`config.mk`:
```
export PLATFORM = sky130hd
export DESIGN_NAME = fifo_sync_flags
export DESIGN_NICKNAME = d
export VERILOG_FILES = /design/src/rtl/fifo_sync_flags.sv
export SDC_FILE = /design/constraint.sdc
export NUM_CORES = 1
export LEC_CHECK = 0
export ABC_CLOCK_PERIOD_IN_PS = 5700
export CAP_MARGIN = 40
export CORE_MARGIN = 2
export CORE_UTILIZATION = 57
export CTS_BUF_LIST = sky130_fd_sc_hd__clkbuf_2
export CTS_CLUSTER_DIAMETER = 50
export DETAILED_ROUTE_END_ITERATION = 12
export PLACE_DENSITY_LB_ADDON = 0.08
export SLEW_MARGIN = 10
export SYNTH_ARGS = -nofsm -noshare
export SYNTH_HDL_FRONTEND = slang
export SYNTH_SLANG_ARGS = --single-unit
```
`constraint.sdc`:
```
create_clock -name clk -period 5.7 [get_ports clk]
set_clock_uncertainty 0.15 [all_clocks]
set_input_delay 0.855 -clock clk [delete_from_list [all_inputs] [get_ports clk]]
set_output_delay 0.855 -clock clk [all_outputs]
set_load 0.02 [all_outputs]
```
`src/rtl/fifo_sync_flags.sv`:
```
// Single-clock FIFO with occupancy count, almost-full/almost-empty thresholds,
// sticky overflow/underflow flags and optional first-word-fall-through output.
module fifo_sync_flags #(
    parameter int DWIDTH    = 8,
    parameter int AWIDTH    = 5,
    parameter int FWFT      = 0,
    parameter int AF_THRESH = 2**AWIDTH-2,
    parameter int AE_THRESH = 2
) (
    input  logic              clk,
    input  logic              rst,
    input  logic              wr_en,
    input  logic [DWIDTH-1:0] data_in,
    input  logic              rd_en,
    input  logic              clr_err,
    output logic [DWIDTH-1:0] data_out,
    output logic              full,
    output logic              empty,
    output logic              almost_full,
    output logic              almost_empty,
    output logic [AWIDTH:0]   count,
    output logic              overflow,
    output logic              underflow
);
    localparam int              DEPTH = 2**AWIDTH;
    localparam logic [AWIDTH:0] L_AF  = AF_THRESH[AWIDTH:0];
    localparam logic [AWIDTH:0] L_AE  = AE_THRESH[AWIDTH:0];

    logic [DWIDTH-1:0] r_mem [DEPTH];
    logic [AWIDTH:0]   r_wptr;
    logic [AWIDTH:0]   r_rptr;
    logic              r_ovf;
    logic              r_unf;

    logic [AWIDTH:0]   w_count;
    logic              w_full;
    logic              w_empty;
    logic              w_wr_acc;
    logic              w_rd_acc;

    // Flags come only from the registered pointers, never from this cycle's requests.
    assign w_count  = r_wptr - r_rptr;
    assign w_full   = (r_wptr[AWIDTH] != r_rptr[AWIDTH]) &&
                      (r_wptr[AWIDTH-1:0] == r_rptr[AWIDTH-1:0]);
    assign w_empty  = (r_wptr == r_rptr);
    assign w_wr_acc = wr_en && !w_full;
    assign w_rd_acc = rd_en && !w_empty;

    assign count        = w_count;
    assign full         = w_full;
    assign empty        = w_empty;
    assign almost_full  = (w_count >= L_AF);
    assign almost_empty = (w_count <= L_AE);
    assign overflow     = r_ovf;
    assign underflow    = r_unf;

    // Storage is deliberately left out of reset so it can map onto RAM.
    always_ff @(posedge clk) begin
        if (w_wr_acc)
            r_mem[r_wptr[AWIDTH-1:0]] <= data_in;
    end

    always_ff @(posedge clk or posedge rst) begin
        if (rst) begin
            r_wptr <= '0;
            r_rptr <= '0;
        end else begin
            if (w_wr_acc)
                r_wptr <= r_wptr + 1'b1;
            if (w_rd_acc)
                r_rptr <= r_rptr + 1'b1;
        end
    end

    // A new error event on the same edge as clr_err keeps the flag set.
    always_ff @(posedge clk or posedge rst) begin
        if (rst) begin
            r_ovf <= 1'b0;
            r_unf <= 1'b0;
        end else begin
            if (wr_en && w_full)
                r_ovf <= 1'b1;
            else if (clr_err)
                r_ovf <= 1'b0;
            if (rd_en && w_empty)
                r_unf <= 1'b1;
            else if (clr_err)
                r_unf <= 1'b0;
        end
    end

    generate
        if (FWFT != 0) begin : g_fwft
            assign data_out = r_mem[r_rptr[AWIDTH-1:0]];
        end else begin : g_std
            logic [DWIDTH-1:0] r_dout;
            always_ff @(posedge clk or posedge rst) begin
                if (rst)
                    r_dout <= '0;
                else if (w_rd_acc)
                    r_dout <= r_mem[r_rptr[AWIDTH-1:0]];
            end
            assign data_out = r_dout;
        end
    endgenerate
endmodule
```
Word-level counts from Yosys, hierarchy flattened
Memory sizes are Yosys's and may differ from the RTL's. A register that Yosys moved wholly into a read port is not among the register bits.
Index checks and enable logic that the tools add are counted.
Operators by class
  $add $sub $neg: 3
  equal/unequal tests: 3
  $lt $le $gt $ge: 2
  reductions and logical operators: 9
  muxes and demuxes: 5
Operators by type and width (count)
  6-bit by 1-bit adder with 6-bit output (second input constant): 2
  6-bit equality test: 1
  6-bit by 5-bit >= comparator with 1-bit output (second input constant): 1
  6-bit by 2-bit <= comparator with 1-bit output (second input constant): 1
  6-bit subtractor: 1
  5-bit equality test: 1
  1-bit logical AND: 5
  1-bit 2-to-1 mux: 5
  2-bit nonzero test: 2
  1-bit logical NOT: 2
  1-bit inequality test: 1
Word-level totals
  bits in registers: 14
  memory bits (writable): 256
  input port bits: 13
  output and inout bits: 20
  memories: 1
Memory list
  r_mem: words 32, bits a word 8, rd ports 1, clocked after Yosys merged registers in 1, wr ports 1, line 29  | logic [DWIDTH-1:0] r_mem [DEPTH];

Logic depth before layout (Yosys ltp)
Gate-level depths: netlist (run 1).
  depth after elaboration: 6
  mapped depth: 12
  depth with buffers taken out: 9

Worst setup path after synthesis (run 1)
No wires, ideal clock.
  path kind: flip-flop to output port
  start point: register r_rptr[2]
  end point: output almost_empty
  cell stages (with the launch flop): 11
  arrival time: 2523 ps
  data required time: 4695 ps
  slack: 2172 ps
  cell sequence: dfrtp_1 buf_6 buf_4 inv_2 clkbuf_1 ha_1 o21ai_0 a21boi_0 o211ai_1 nand3_1 nor3_1
Between the ends
  longest elaborated chain between the ends: 2
RTL lines
  start: declaration: line 31  | logic [AWIDTH:0] r_rptr;
  start signal: assignment: line 71  | r_rptr <= r_rptr + 1'b1;
  6-bit subtractor: line 42  | assign w_count = r_wptr - r_rptr;
  via count[5]: line 21  | output logic [AWIDTH:0] count,
  6-bit by 2-bit <= comparator with 1-bit output: line 53  | assign almost_empty = (w_count <= L_AE);
  end: declaration: line 20  | output logic almost_empty,
The timed path passes the listed nets, and every way through them passes these cells.

Final worst setup path (run 1)
  start point: register r_rptr[3]
  end point: output almost_empty
Between the ends
  longest elaborated chain between the ends: 2
RTL lines (line)
  6-bit subtractor: 42
  6-bit by 2-bit <= comparator with 1-bit output: 53
No other way between the ends.

==> flow_summary.yaml, run 1 <==
power:
  switching_power_mw: 2.19
  power.internal_mw: 3.83
  pwr-share-comb_pct: 36.1
  p_sw_share_pct: 36.3
  clockPowerShare_pct: 20.8
  pwr-share-seq_pct: 43.1
  ir_drop_mv: 0.304
  p_leak_nw: 4.30
  power.density_nw_per_um2: 484
sta:
  setup_viol: 0
  relSlewSlack_pct: 40.1
  max_freq_mhz: 204
  final.setup.tns_ps: 0
  worst_slew_pin_slew_ps: 899
  rsz0062_at_grt: "no"
  hold_viol: 0
  slew_violations: 0
  min_period_ps: 4910
  post-route-period-util_pct: 86.1
die:
  core_um2: 19500
  die_w_um: 145
  start_util_pct: 58.0
  die_h_um: 145
  ioPinCount: 33
  die_area_um2: 20900
  std_cell_rows: 51
clock_tree:
  cts_buffers: 68
  cts_setup_buffers: 0
  cts_sinks: 278
  clockBufferDepth: 3
  postCtsHoldBufs: 0
  cts_tree: "yes"
  root_buffer: "clkbuf_2"
  clkSlewWorstSetupHoldPaths_ps: 90
  htreeDepth: 3
  cts.repair.resized: 0
  clk_latency_ps: 810
route:
  wl_per_cell_um: 24.6
  drc_errors: 0
  drtAntennaViolNets: 0
  vias: 6127
  drt_iter0_drc: 789
  post_drt_via_cell_ratio: 6.01
  firstDrtPassIters: 6
  drt_wl_total_um: 25100
worst_setup_path:
  critPathMaxStageDelay_ps: 790
  slowest_stage: "dfrtp_1"
  r2r_start: "r_rptr[3]"
  end_kind: "output pin"
  ff2ff_setup_slack_ps: 1290
  worstPathCellList: "inv_1, ha_1, a21boi_0, nor2_1, a211o_1, nor3_1, clkdlybuf4s50_1"
  critPathRequiredTime_ps: 4700
  cp_data_arrival_time_ps: 3900
  rr_endpoint: "r_mem[29][2]"
  path_class: "flip-flop to output pin"
  cp-start-kind: "flip-flop"
  reg2regPathDepth: 7
  crit_fanout: 22
global_routing:
  grt_pass1_vias: 6172
  grt_overflow: 0
  grt_pass1_wl_um: 37600
  antenna_found_initial: 1
  grt_use_total_pct: 25.4
  grt_max_degree: 63
logic_synthesis:
  synth-compound-area-share_pct: 3.13
  synth_mux_area_share_pct: 13.8
  syn_area_um2: 11300
  synth_top_family_by_area: "multiplexers"
  synth_warnings: 0
  yosys.area_share.adder_pct: 1.29
  syn_inst: 615
  synth_xor_area_share_pct: 1.01
  synth_fp_nets: 639
  synth_edf_count: 256
  synth_area_per_cell_um2: 18.3
  synthArstFlopShare_pct: 7.91
  synth-simple-area-share_pct: 5.77
  synth-main-ff-cell: "edfxtp_1"
  ys_seq_area_share_pct: 73.0
  synthDistinctLibCells: 51
  synth-seq-cells: 278
outcome:
  run_status: "finished clean"
final_layout:
  layout_common_cells: "256 x edfxtp_1, 103 x clkbuf_2, 53 x nor2_1"
  drive_above_1_share_pct: 23.0
  synthToLayoutAreaGrowth_pct: 10.3
  layout_commonest_cell: "edfxtp_1"
  fin_nets: 723
  final_cells: 1019
  postLayoutCellArea_um2: 12400
  post-route-util_pct: 63.9
placement:
  dp_hpwl_um: 15200
  numPlacedInstances: 894
  dpl_cell_area_um2: 11800
  gp_congestion: 0.938
  io_buffers: 32
worst_hold_path:
  hp-class: "input pin to async pin"
flow_run:
  maxCapViolCount: 0
==> kinds of logic (layout without fill, tap and decap cells) <==
kind of cell / Yosys count / count (layout)
other: 0 / 1
and+or+nand+nor: 144 / 144
buffers and inverters: 39 / 177
muxes: 81 / 81
DFF: 278 / 278
adders and majority gates: 11 / 11
AOI/OAI and AO/OA: 49 / 49
xor gates and xnor gates: 13 / 13
==> worst max-delay path, delay by kind of cell (launching register included) <==
kind	cells	cell delay (ps)
AO/OA/AOI/OAI	2	590
flip-flops	1	790
adder cells (fa/ha/maj)	1	460
AND/OR/NAND/NOR	2	280
buffers and inverters	2	1050
==> Yosys cell counts, types with 10 or more instances <==
cell type  instances  area (µm²)
dfrtp_1           22         551
nand2_1           45         169
inv_1             10        37.5
ha_1              10         125
a21oi_1           16        80.1
mux4_2            36         811
mux2i_1           26         260
edfxtp_1         256        7690
nor2_1            53         199
mux4_1            18         473
nor3_1            16        80.1
==> flip-flops by register name, indices dropped and copies added (netlist names) <==
register	cells
data_out	8
overflow	1
r_mem	256
r_rptr	6
r_wptr	6
underflow	1
==> routing by layer <==
layer | vias up | part of all wire (%) | GRT usage (%)
li1 | 2664 | - | -
met1 | 3052 | 43 | 37.8
met2 | 361 | 45 | 37.5
met3 | 50 | 8.8 | 5.92
met4 | 0 | 2.4 | 9.25
met5 | - | 0 | 0
==> cell type report <==
| class | count | area (µm²) |
|---|---|---|
| sequential | 278 | 8240 |
| fill | 1401 | 7020 |
| multi-input combinational | 298 | 2820 |
| clock buffer | 102 | 510 |
| timing repair buffer | 42 | 405 |
| tap | 265 | 332 |
| clock inverter | 22 | 93.8 |
| inverter | 11 | 41.3 |
| antenna | 1 | 2.50 |
==> stage by stage <==
step	setup slack, ps	total power, mW	hold slack (ps)
global route	546	6.36	112
floorplan	2170	4.11	310
detailed placement	1400	4.81	343
global placement	1680	4.78	325
finish	793	6.02	144
CTS	782	6.06	104
==> power groups by stage <==
stage | logic [mW] | registers (mW) | clock network [mW]
after floorplan | 1.55 | 2.56 | 0
after global placement | 2.14 | 2.63 | 0
after detailed placement | 2.17 | 2.64 | 0
after CTS | 2.18 | 2.59 | 1.29
after global routing | 2.34 | 2.62 | 1.40
final | 2.17 | 2.59 | 1.25
==> worst max path at each step <==
stage	start	end	slack, ps
finish	r_rptr[3]	almost_empty	790
global route	r_rptr[3]	almost_empty	550
CTS	r_rptr[3]	almost_empty	780
detailed placement	r_rptr[3]	r_mem[29][4]	1400
global placement	r_rptr[3]	r_mem[5][2]	1680
floorplan	r_rptr[2]	almost_empty	2170
No activity file was read; power rests on OpenSTA's default activity.
==> run 2: changes to the inputs <==
Settings changed: CAP_MARGIN 40 to unset, PLACE_DENSITY_LB_ADDON 0.08 to 0.25.
==> flow_summary.yaml, run 2 (synthesized netlist as in run 1, its figures left out) <==
outcome:
  run_status: "finished clean"
placement:
  gp_congestion: 0.878
  io_buffers: 32
  numPlacedInstances: 890
  dp_hpwl_um: 15400
sta:
  slew_violations: 0
  post-route-period-util_pct: 89.3
  rsz0062_at_grt: "no"
  final.setup.tns_ps: 0
  hold_viol: 0
  relSlewSlack_pct: 37.8
  worst_slew_pin_slew_ps: 932
  setup_viol: 0
  min_period_ps: 5090
  max_freq_mhz: 196
final_layout:
  seqCellArea_um2: 8240
  multi_input_comb_area_um2: 2820
  fillers: 1394
  final_cells: 1000
  layout_commonest_cell: "edfxtp_1"
  layout_common_cells: "256 x edfxtp_1, 84 x clkbuf_2, 53 x nor2_1"
  largest_reg_flops: 256
  drive_above_1_share_pct: 21.0
  synthToLayoutAreaGrowth_pct: 9.74
  fin_nets: 712
route:
  vias: 6081
  post_drt_via_cell_ratio: 6.08
  drtAntennaViolNets: 0
  drc_errors: 0
  drt_wl_total_um: 25000
  wl_per_cell_um: 25.0
  drt_iter0_drc: 607
  firstDrtPassIters: 5
flow_run:
  maxCapViolCount: 0
worst_setup_path:
  end_kind: "output pin"
  worstSetupStartpoint: "r_rptr[3]"
  reg2regPathDepth: 7
  r2r_start: "r_rptr[3]"
  cp-start-kind: "flip-flop"
  crit_fanout: 22
  critPathRequiredTime_ps: 4700
  path_class: "flip-flop to output pin"
  cp_data_arrival_time_ps: 4090
power:
  ir_drop_mv: 0.218
  p_total_mw: 6.03
  p_leak_nw: 4.24
  power.density_nw_per_um2: 487
die:
  std_cell_rows: 51
  die_w_um: 145
  die_h_um: 145
  core_um2: 19500
  start_util_pct: 58.0
  die_area_um2: 20900
  ioPinCount: 33
clock_tree:
  cts_tree: "yes"
  clk_latency_ps: 910
  cts_setup_buffers: 0
  root_buffer: "clkbuf_2"
  cts_sinks: 278
  clockBufferDepth: 3
  postCtsHoldBufs: 0
  htreeDepth: 2
  clkSlewWorstSetupHoldPaths_ps: 130
  cts.repair.resized: 0
  cts_buffers: 61
global_routing:
  grt_overflow: 0
  grt_use_total_pct: 25.0
  grt_max_degree: 63
  grt_pass1_vias: 6159
  antenna_found_initial: 1
  grt_pass1_wl_um: 36900
worst_hold_path:
  hp-class: "input pin to async pin"
run 2: changes by cell type in the layout (fill, tap and decap cells not counted):
cell	delta
inv_6	+1
clkinvlp_4	-1
clkinv_1	+3
clkdlybuf4s50_1	-3
buf_2	+4
buf_4	-3
buf_16	-1
clkbuf_2	-19
bufinv_16	+3
inv_2	-3
run 2: worst max-delay path, stage by stage (launching register included):
cell and delay (ps):
dfrtp_1 810, inv_1 460, ha_1 470, a21boi_0 310, nor2_1 130, a211o_1 280
nor3_1 120, clkdlybuf4s50_1 620
run 2: final timing paths:
kind / end / slack, ps
setup / recovery: almost_empty / 610
hold / removal: r_wptr[5] / 280
setup reg to reg: r_mem[17][2] / 1230
hold reg to reg: r_wptr[5] / 370
max in group asynchronous: r_wptr[4] / 4480
min in group clk: r_wptr[5] / 370
run 2: stage by stage:
stage | hold slack (ps) | utilization, % | instance area (µm²) | worst slack (ps)
finish | 279 | 63.6 | 12400 | 609
global route | 318 | 63.6 | 12400 | 365
CTS | 251 | 63.6 | 12400 | 589
detailed placement | 347 | 60.5 | 11800 | 1360
global placement | 329 | 60.5 | 11800 | 1640
floorplan | 310 | - | 11300 | 2170
run 2: area by class of cell:
class / count / share of cell area, %
Inverter: 11 / 0.334
Timing Repair Buffer: 38 / 2.75
Tap cell: 265 / 2.68
Clock buffer: 84 / 3.40
Multi-Input combinational cell: 298 / 22.8
Antenna cell: 1 / 0.0202
Clock inverter: 25 / 1.50
Sequential cell: 278 / 66.6
run 2: power by group:
part           switching, mW  internal [mW]  total [mW]
clock network          0.746          0.542        1.29
registers              0.149           2.42        2.57
logic                   1.24          0.928        2.17
total                   2.14           3.89        6.03
run 2: per-layer routing:
layer | part of all wire [%] | track usage, % | routed length [µm] | vias to the layer above
li1 | - | - | - | 2624
met1 | 41 | 34.2 | 10300 | 3072
met2 | 48 | 39.2 | 11900 | 325
met3 | 7.2 | 5.63 | 1790 | 60
met4 | 3.9 | 11.2 | 978 | 0
met5 | 0 | 0 | 0 | -
==> run 3: changes to the inputs <==
Settings changed: SLEW_MARGIN 10 to 20.
==> results of run 3 <==
Final layout, timing and power as in run 2 (identical DEF).
